<file path="config.mk">
export PLATFORM = sky130hd
export DESIGN_NAME = aes_encryp_stream_ctrl
export DESIGN_NICKNAME = d
export VERILOG_FILES = /design/src/rtl/aes_encryp_stream_ctrl.sv
export SDC_FILE = /design/constraint.sdc
export NUM_CORES = 2
export LEC_CHECK = 0
export BUFFER_PORTS_ARGS = -buffer_cell sky130_fd_sc_hd__buf_2
export CAP_MARGIN = 20
export CORE_MARGIN = 1.5
export CORE_UTILIZATION = 55
export DETAILED_ROUTE_END_ITERATION = 10
export PLACE_DENSITY = 0.75
export SLEW_MARGIN = 0
export SYNTH_ARGS = -nofsm -noshare
export SYNTH_HDL_FRONTEND = slang
export SYNTH_SLANG_ARGS = --single-unit
export TNS_END_PERCENT = 20
</file>
<file path="constraint.sdc">
create_clock -name clk -period 5.7 [get_ports clk]
set_input_delay 0.285 -clock clk [delete_from_list [all_inputs] [get_ports clk]]
set_output_delay 0.285 -clock clk [all_outputs]
set_load 0.03 [all_outputs]
</file>
<file path="src/rtl/aes_encryp_stream_ctrl.sv">
// Valid/ready stream wrapper around a free-running pipelined AES-128 core.
// Credit-based admission keeps the output FIFO from ever overflowing.
module aes_encryp_stream_ctrl #(
   parameter int CORE_LAT   = 10,
   parameter int FIFO_DEPTH = 16,
   parameter int CNT_W      = 32
) (
   input  logic                            clk,
   input  logic                            rst_n,
   input  logic                            s_valid,
   output logic                            s_ready,
   input  logic [127:0]                    s_key,
   input  logic [127:0]                    s_plaintext,
   output logic [127:0]                    core_key,
   output logic [127:0]                    core_plaintext,
   input  logic [127:0]                    core_ciphertext,
   output logic                            m_valid,
   input  logic                            m_ready,
   output logic [127:0]                    m_ciphertext,
   output logic [$clog2(FIFO_DEPTH+1)-1:0] in_flight,
   output logic [CNT_W-1:0]                blk_in_cnt,
   output logic [CNT_W-1:0]                blk_out_cnt
);

   localparam int AW = $clog2(FIFO_DEPTH);
   localparam int IW = $clog2(FIFO_DEPTH+1);
   localparam logic [IW:0] DEPTH_V = (IW+1)'(FIFO_DEPTH);

   logic [CORE_LAT:0] vld_sr;
   logic [127:0]      mem [FIFO_DEPTH];
   logic [AW-1:0]     wr_ptr;
   logic [AW-1:0]     rd_ptr;
   logic [IW-1:0]     fifo_count;
   logic [IW:0]       occupancy;
   logic              accept;
   logic              wr_en;
   logic              pop;

   assign accept       = s_valid && s_ready;
   assign wr_en        = vld_sr[CORE_LAT];
   assign pop          = m_valid && m_ready;
   // Credits come from registers only, so s_ready never sees s_valid/m_ready.
   assign occupancy    = {1'b0, in_flight} + {1'b0, fifo_count};
   assign s_ready      = occupancy < DEPTH_V;
   assign m_valid      = fifo_count != '0;
   assign m_ciphertext = mem[rd_ptr];

   always_ff @(posedge clk or negedge rst_n) begin
      if (!rst_n) begin
         vld_sr         <= '0;
         core_key       <= '0;
         core_plaintext <= '0;
      end else begin
         vld_sr <= {vld_sr[CORE_LAT-1:0], accept};
         if (accept) begin
            core_key       <= s_key;
            core_plaintext <= s_plaintext;
         end
      end
   end

   always_ff @(posedge clk) begin
      if (wr_en) mem[wr_ptr] <= core_ciphertext;
   end

   always_ff @(posedge clk or negedge rst_n) begin
      if (!rst_n) begin
         wr_ptr     <= '0;
         rd_ptr     <= '0;
         fifo_count <= '0;
      end else begin
         if (wr_en) wr_ptr <= wr_ptr + AW'(1);
         if (pop)   rd_ptr <= rd_ptr + AW'(1);
         unique case ({wr_en, pop})
            2'b10:   fifo_count <= fifo_count + IW'(1);
            2'b01:   fifo_count <= fifo_count - IW'(1);
            default: fifo_count <= fifo_count;
         endcase
      end
   end

   always_ff @(posedge clk or negedge rst_n) begin
      if (!rst_n) begin
         in_flight <= '0;
      end else begin
         unique case ({accept, wr_en})
            2'b10:   in_flight <= in_flight + IW'(1);
            2'b01:   in_flight <= in_flight - IW'(1);
            default: in_flight <= in_flight;
         endcase
      end
   end

   always_ff @(posedge clk or negedge rst_n) begin
      if (!rst_n) begin
         blk_in_cnt  <= '0;
         blk_out_cnt <= '0;
      end else begin
         if (accept) blk_in_cnt  <= blk_in_cnt + CNT_W'(1);
         if (pop)    blk_out_cnt <= blk_out_cnt + CNT_W'(1);
      end
   end

endmodule
</file>
# Yosys cells after proc, flatten, opt, wreduce, memory -nomap -nowiden

Memory sizes are Yosys's and may differ from the RTL's.
Index checks and enable logic that the tools add are counted.

RAM bits: 2048
Bits in read-only memories: 0
Memories kept: 1
Bits in registers: 349
Bits in latches: 0
Word-level logic and storage cells: 33

Memory list:

| memory | words | bits a word | rd ports | clocked after Yosys merged registers in | write ports | RTL line | text |
|---|---|---|---|---|---|---|---|
| mem    | 16    | 128         | 1        | 0                                       | 1           | 30       | `logic [127:0] mem [FIFO_DEPTH];` |

Muxes and demuxes: 4
Shift-type cells: 0
Reductions and logical operators: 5
Div/mod/pow operators: 0
Equality and inequality tests: 4
Add/subtract/negate cells: 9
$lt $le $gt $ge: 1
$mul: 0
Bitwise operators: 0

Operators by type and width:

| operator                                                                     | number |
|---|---|
| 32-bit by 1-bit adder with 32-bit output, second input constant              | 2 |
| 5-bit one-hot mux with 2 select lines                                        | 2 |
| 5-bit by 1-bit adder with 5-bit output, second input constant                | 2 |
| 5-bit by 1-bit subtractor with 5-bit output, second input constant           | 2 |
| 4-bit by 1-bit adder with 4-bit output, second input constant                | 2 |
| 5-bit by 5-bit adder with 6-bit output                                       | 1 |
| 6-bit by 5-bit less-than comparator with 1-bit output, second input constant | 1 |
| 5-bit nonzero test                                                           | 1 |
| 2-bit by 1-bit == test with 1-bit output, second input constant              | 2 |
| 2-bit == test, second input constant                                         | 2 |
| 2-bit nonzero test                                                           | 2 |
| 1-bit logical AND                                                            | 2 |
| 1-bit 2-to-1 mux                                                             | 2 |

# Logic depth before layout (Yosys ltp)

Word-level depth: 5
Depth in mapped cells: 14

# Worst setup path before layout

No wires, ideal clock.

Kind: register to register
From: reg vld_sr[10]
To: mem mem[10][0] (enable)
Stages on the path, launching flop included: 5
Path buffers: 1
Slack: 1.269 ns
Period minus slack after synthesis: 4.431 ns
Required time: 5.198 ns
Data arrival time: 3.929 ns
Library setup time: 0.502 ns
Cell sequence: dfrtp_1 > clkbuf_1 > inv_1 > nor3b_1 > and2_1

Longest elaborated chain between the ends: 2

RTL lines:

| what                                   | RTL line | text |
|---|---|---|
| from (decl)                            | 29       | `logic [CORE_LAT:0] vld_sr;` |
| from (signal assigned)                 | 54       | `vld_sr <= {vld_sr[CORE_LAT-1:0], accept};` |
| 1-bit 2-to-1 mux                       | 63       | `if (wr_en) mem[wr_ptr] <= core_ciphertext;` |
| 1-bit 2-to-1 mux (not written as such) | 63       |  |
| to (decl)                              | 30       |  |

Every way passes these cells.

# Final worst setup path

From: reg rd_ptr[0]
To: out m_ciphertext[70]

Longest elaborated chain between the ends: 1

RTL lines:

| what                   | RTL line | text |
|---|---|---|
| from (decl)            | 32       | `logic [AW-1:0] rd_ptr;` |
| from (signal assigned) | 73       | `if (pop) rd_ptr <= rd_ptr + AW'(1);` |
| memory 16 x 128 bit    | -        |  |
| to (decl)              | 19       | `output logic [127:0] m_ciphertext,` |

Every way passes these cells.

==> flow_metrics.tcl <==
set metrics [dict create \
    core_area_um2 163000 \
    p_leak_nw 39.3 \
    status "finished, final reports clean" \
    seq_power_share_pct 38.5 \
    path_max_fanout 62 \
    dr.max_layer_used "met5" \
    cts.sinks 2397 \
    route.met3.wl_um 23500 \
    drtIter0Drc 5650 \
    insertion_delay_ns 0.87 \
    drive_above_1_share_pct 31.4 \
    synth_area_leader_cell "edfxtp_1" \
    cts-htree-levels 4 \
    cts_setup_buffers 0 \
    gp_congestion 1.01 \
    wl_met1_um 92800 \
    grt_first_pass_wirelength_um 373000 \
    rsz0062_at_grt "no" \
    slew_violations 0 \
    final_net_count 6177 \
    start_kind "flip-flop" \
    relSlewSlack_pct 26.3 \
    required_ns 5.41 \
    yosysSeqAreaShare_pct 77.4 \
    powerDensity_nw_per_um2 524 \
    min_period_ns 4.29 \
    fmax_mhz 233 \
    synth.distinct_cells 40 \
    cts_hold_buf 388 \
    post-route-period-util_pct 75.2 \
    clkPwrFrac_pct 26.0 \
    rows 148 \
    setup_viol 0 \
    synth_edf_count 2048 \
    viasPerCell 6.05 \
    numCtsBuffers 230 \
    finalNonFillerCells 8172 \
    io_pins 843 \
    synth_area_per_cell_um2 20.5 \
    hp-class "in2reg" \
    end_kind "primary output" \
    wirelength_um 264000 \
    routed-wl-met2_um 131000 \
    final_antenna_net_count 0 \
    drv_cap 0 \
    internal_power_mw 36.8 \
    dpl.hpwl_um 161000 \
    pwr-share-comb_pct 35.5 \
    fin_skew_ns 0.0287 \
    power.total_mw 57.4 \
    finalSetupTns_ns 0 \
    syn2layout_area_growth_pct 20.5 \
    root_buffer "clkbuf_16" \
    cp.arrival_ns 4.00 \
    yosys.area.top_type_share_pct 67.8 \
    async_reset_ff_share_pct 14.6 \
    p_switching_mw 20.6 \
    ys_seq_elements 2397 \
    dp_cells 7321 \
    syn-num-nets 4843 \
    wl_per_cell_um 32.3 \
    clockBufferDepth 3 \
    yosys_warnings 0 \
    grt_antenna_before_repair 77 \
    start_util_pct 55.6 \
    netSwitchingFraction_pct 35.9 \
    grt_use_total_pct 31.7 \
    drc 0 \
    layout_common_cells "2,048 x edfxtp_1, 841 x buf_2, 805 x nand2_1" \
    tightest_slew_ns 1.10 \
    grt_pass1_vias 49500 \
    ys.flop_type "edfxtp_1" \
    final_common_cell "edfxtp_1" \
    grt_overflow 0 \
    io_buffers 842 \
    crit_type "reg2out" \
    netlist_top_cells_area "edfxtp_1 68%, mux4_2 15%, dfrtp_1 9.6%, nand2_1 3.3%, xnor2_1 0.58%" \
    die_w_um 409 \
    fp.dieH_um 409 \
    synth_area_um2 90800 \
    dr.pass1.iters 6 \
    num_vias 49500 \
    grt_max_degree 140 \
    cts_resized 0 \
    ir_worst_vdd_mv 1.27 \
    hold_viol 0 \
    cts_tree "yes" \
    clk_pin_slew_ns 0.07 \
    die_area_um2 167000 \
    syn_inst 4434 \
]
## sequential cells by signal (all words and copies together) (netlist names)
register and count:
blk_in_cnt 32, core_key 128, fifo_count 5, mem 2048, wr_ptr 4, vld_sr 11, rd_ptr 4, blk_out_cnt 32
in_flight 5, core_plaintext 128
## metal layers
layer	global-route usage [%]	vias to the layer above
met3	7.33	625
li1	-	20300
met2	51.8	2739
met4	17.0	46
met5	0	-
met1	39.7	25800
## worst paths after layout
kind,startpoint,end,slack [ns],cells after the start
max reg2reg,in_flight[2],core_key[88],1.84,8
min,s_key[75],core_key[75],0.16,4
max in group asynchronous,rst_n,core_key[112],3.95,5
min reg2reg,vld_sr[5],vld_sr[6],0.35,0
max,rd_ptr[0],m_ciphertext[70],1.41,4
min in group asynchronous,rst_n,core_key[89],0.48,3
## synthesized netlist by cell type (2+ instances only)
| library cell | instances |
|---|---|
| nor3_2 | 3 |
| nor2b_1 | 44 |
| nor3_1 | 9 |
| mux4_2 | 599 |
| and3_1 | 12 |
| xor2_1 | 16 |
| or3b_2 | 2 |
| buf_4 | 19 |
| nand4_1 | 20 |
| o21ai_0 | 10 |
| buf_1 | 12 |
| mux2i_1 | 42 |
| a21oi_1 | 45 |
| nand2b_1 | 2 |
| nand2_1 | 805 |
| clkbuf_1 | 108 |
| buf_2 | 75 |
| and2_1 | 17 |
| nand3_1 | 28 |
| a211oi_1 | 41 |
| edfxtp_1 | 2048 |
| ha_1 | 19 |
| nor2_1 | 8 |
| and4_1 | 6 |
| or3_1 | 2 |
| dfrtp_1 | 349 |
| buf_6 | 5 |
| inv_1 | 15 |
| a21o_1 | 2 |
| fa_1 | 2 |
| xnor2_1 | 60 |
## through the flow
| stage | hold WS, ns | area (µm²) | util (%) | setup slack [ns] |
|---|---|---|---|---|
| 6_report | 0.157 | 109000 | 67.0 | 1.41 |
| 5_1_grt | 0.131 | 109000 | 67.0 | 1.21 |
| 4_1_cts | 0.0894 | 109000 | 66.9 | 1.31 |
| 3_5_place_dp | 0.296 | 98000 | 60.0 | 2.01 |
| 3_3_place_gp | 0.312 | 98000 | 60.0 | 2.06 |
| 2_1_floorplan | -0.0106 | 90800 | - | 1.27 |
## power by group through the flow
| stage | Sequential, mW | Clock (mW) | Combinational, mW |
|---|---|---|---|
| floorplan | 23.8 | 0 | 12.0 |
| global placement | 22.3 | 0 | 20.0 |
| detailed placement | 22.4 | 0 | 20.1 |
| CTS | 22.1 | 15.1 | 20.5 |
| global route | 22.2 | 15.8 | 21.5 |
| finish | 22.1 | 14.9 | 20.4 |
## area by class of cell
class,instances,area [µm²]
Sequential cell,2397,70200
Multi-Input combinational cell,1802,19500
Clock buffer,290,6100
Timing Repair Buffer,1321,9390
Tap cell,2175,2720
Antenna cell,40,100
Inverter,16,67.6
Clock inverter,131,1260
Fill cell,10600,53900
## critical path, stage by stage (launching register included)
cell and delay, ns:
dfrtp_4 1.09, buf_12 0.48, mux4_2 0.63, mux4_2 0.53, buf_2 0.21
## logic make-up after synthesis
| group | count (synthesis) | synth area share [%] |
|---|---|---|
| buffers and inverters | 235 | 1.20 |
| XOR/XNOR | 76 | 0.733 |
| flip-flops | 2397 | 77.4 |
| multiplexers | 641 | 15.3 |
| adder cells (fa/ha/maj) | 21 | 0.306 |
| AO/OA/AOI/OAI | 103 | 0.696 |
| AND/OR/NAND/NOR | 961 | 4.37 |
Note: power is estimated with default switching activity, not from simulation.
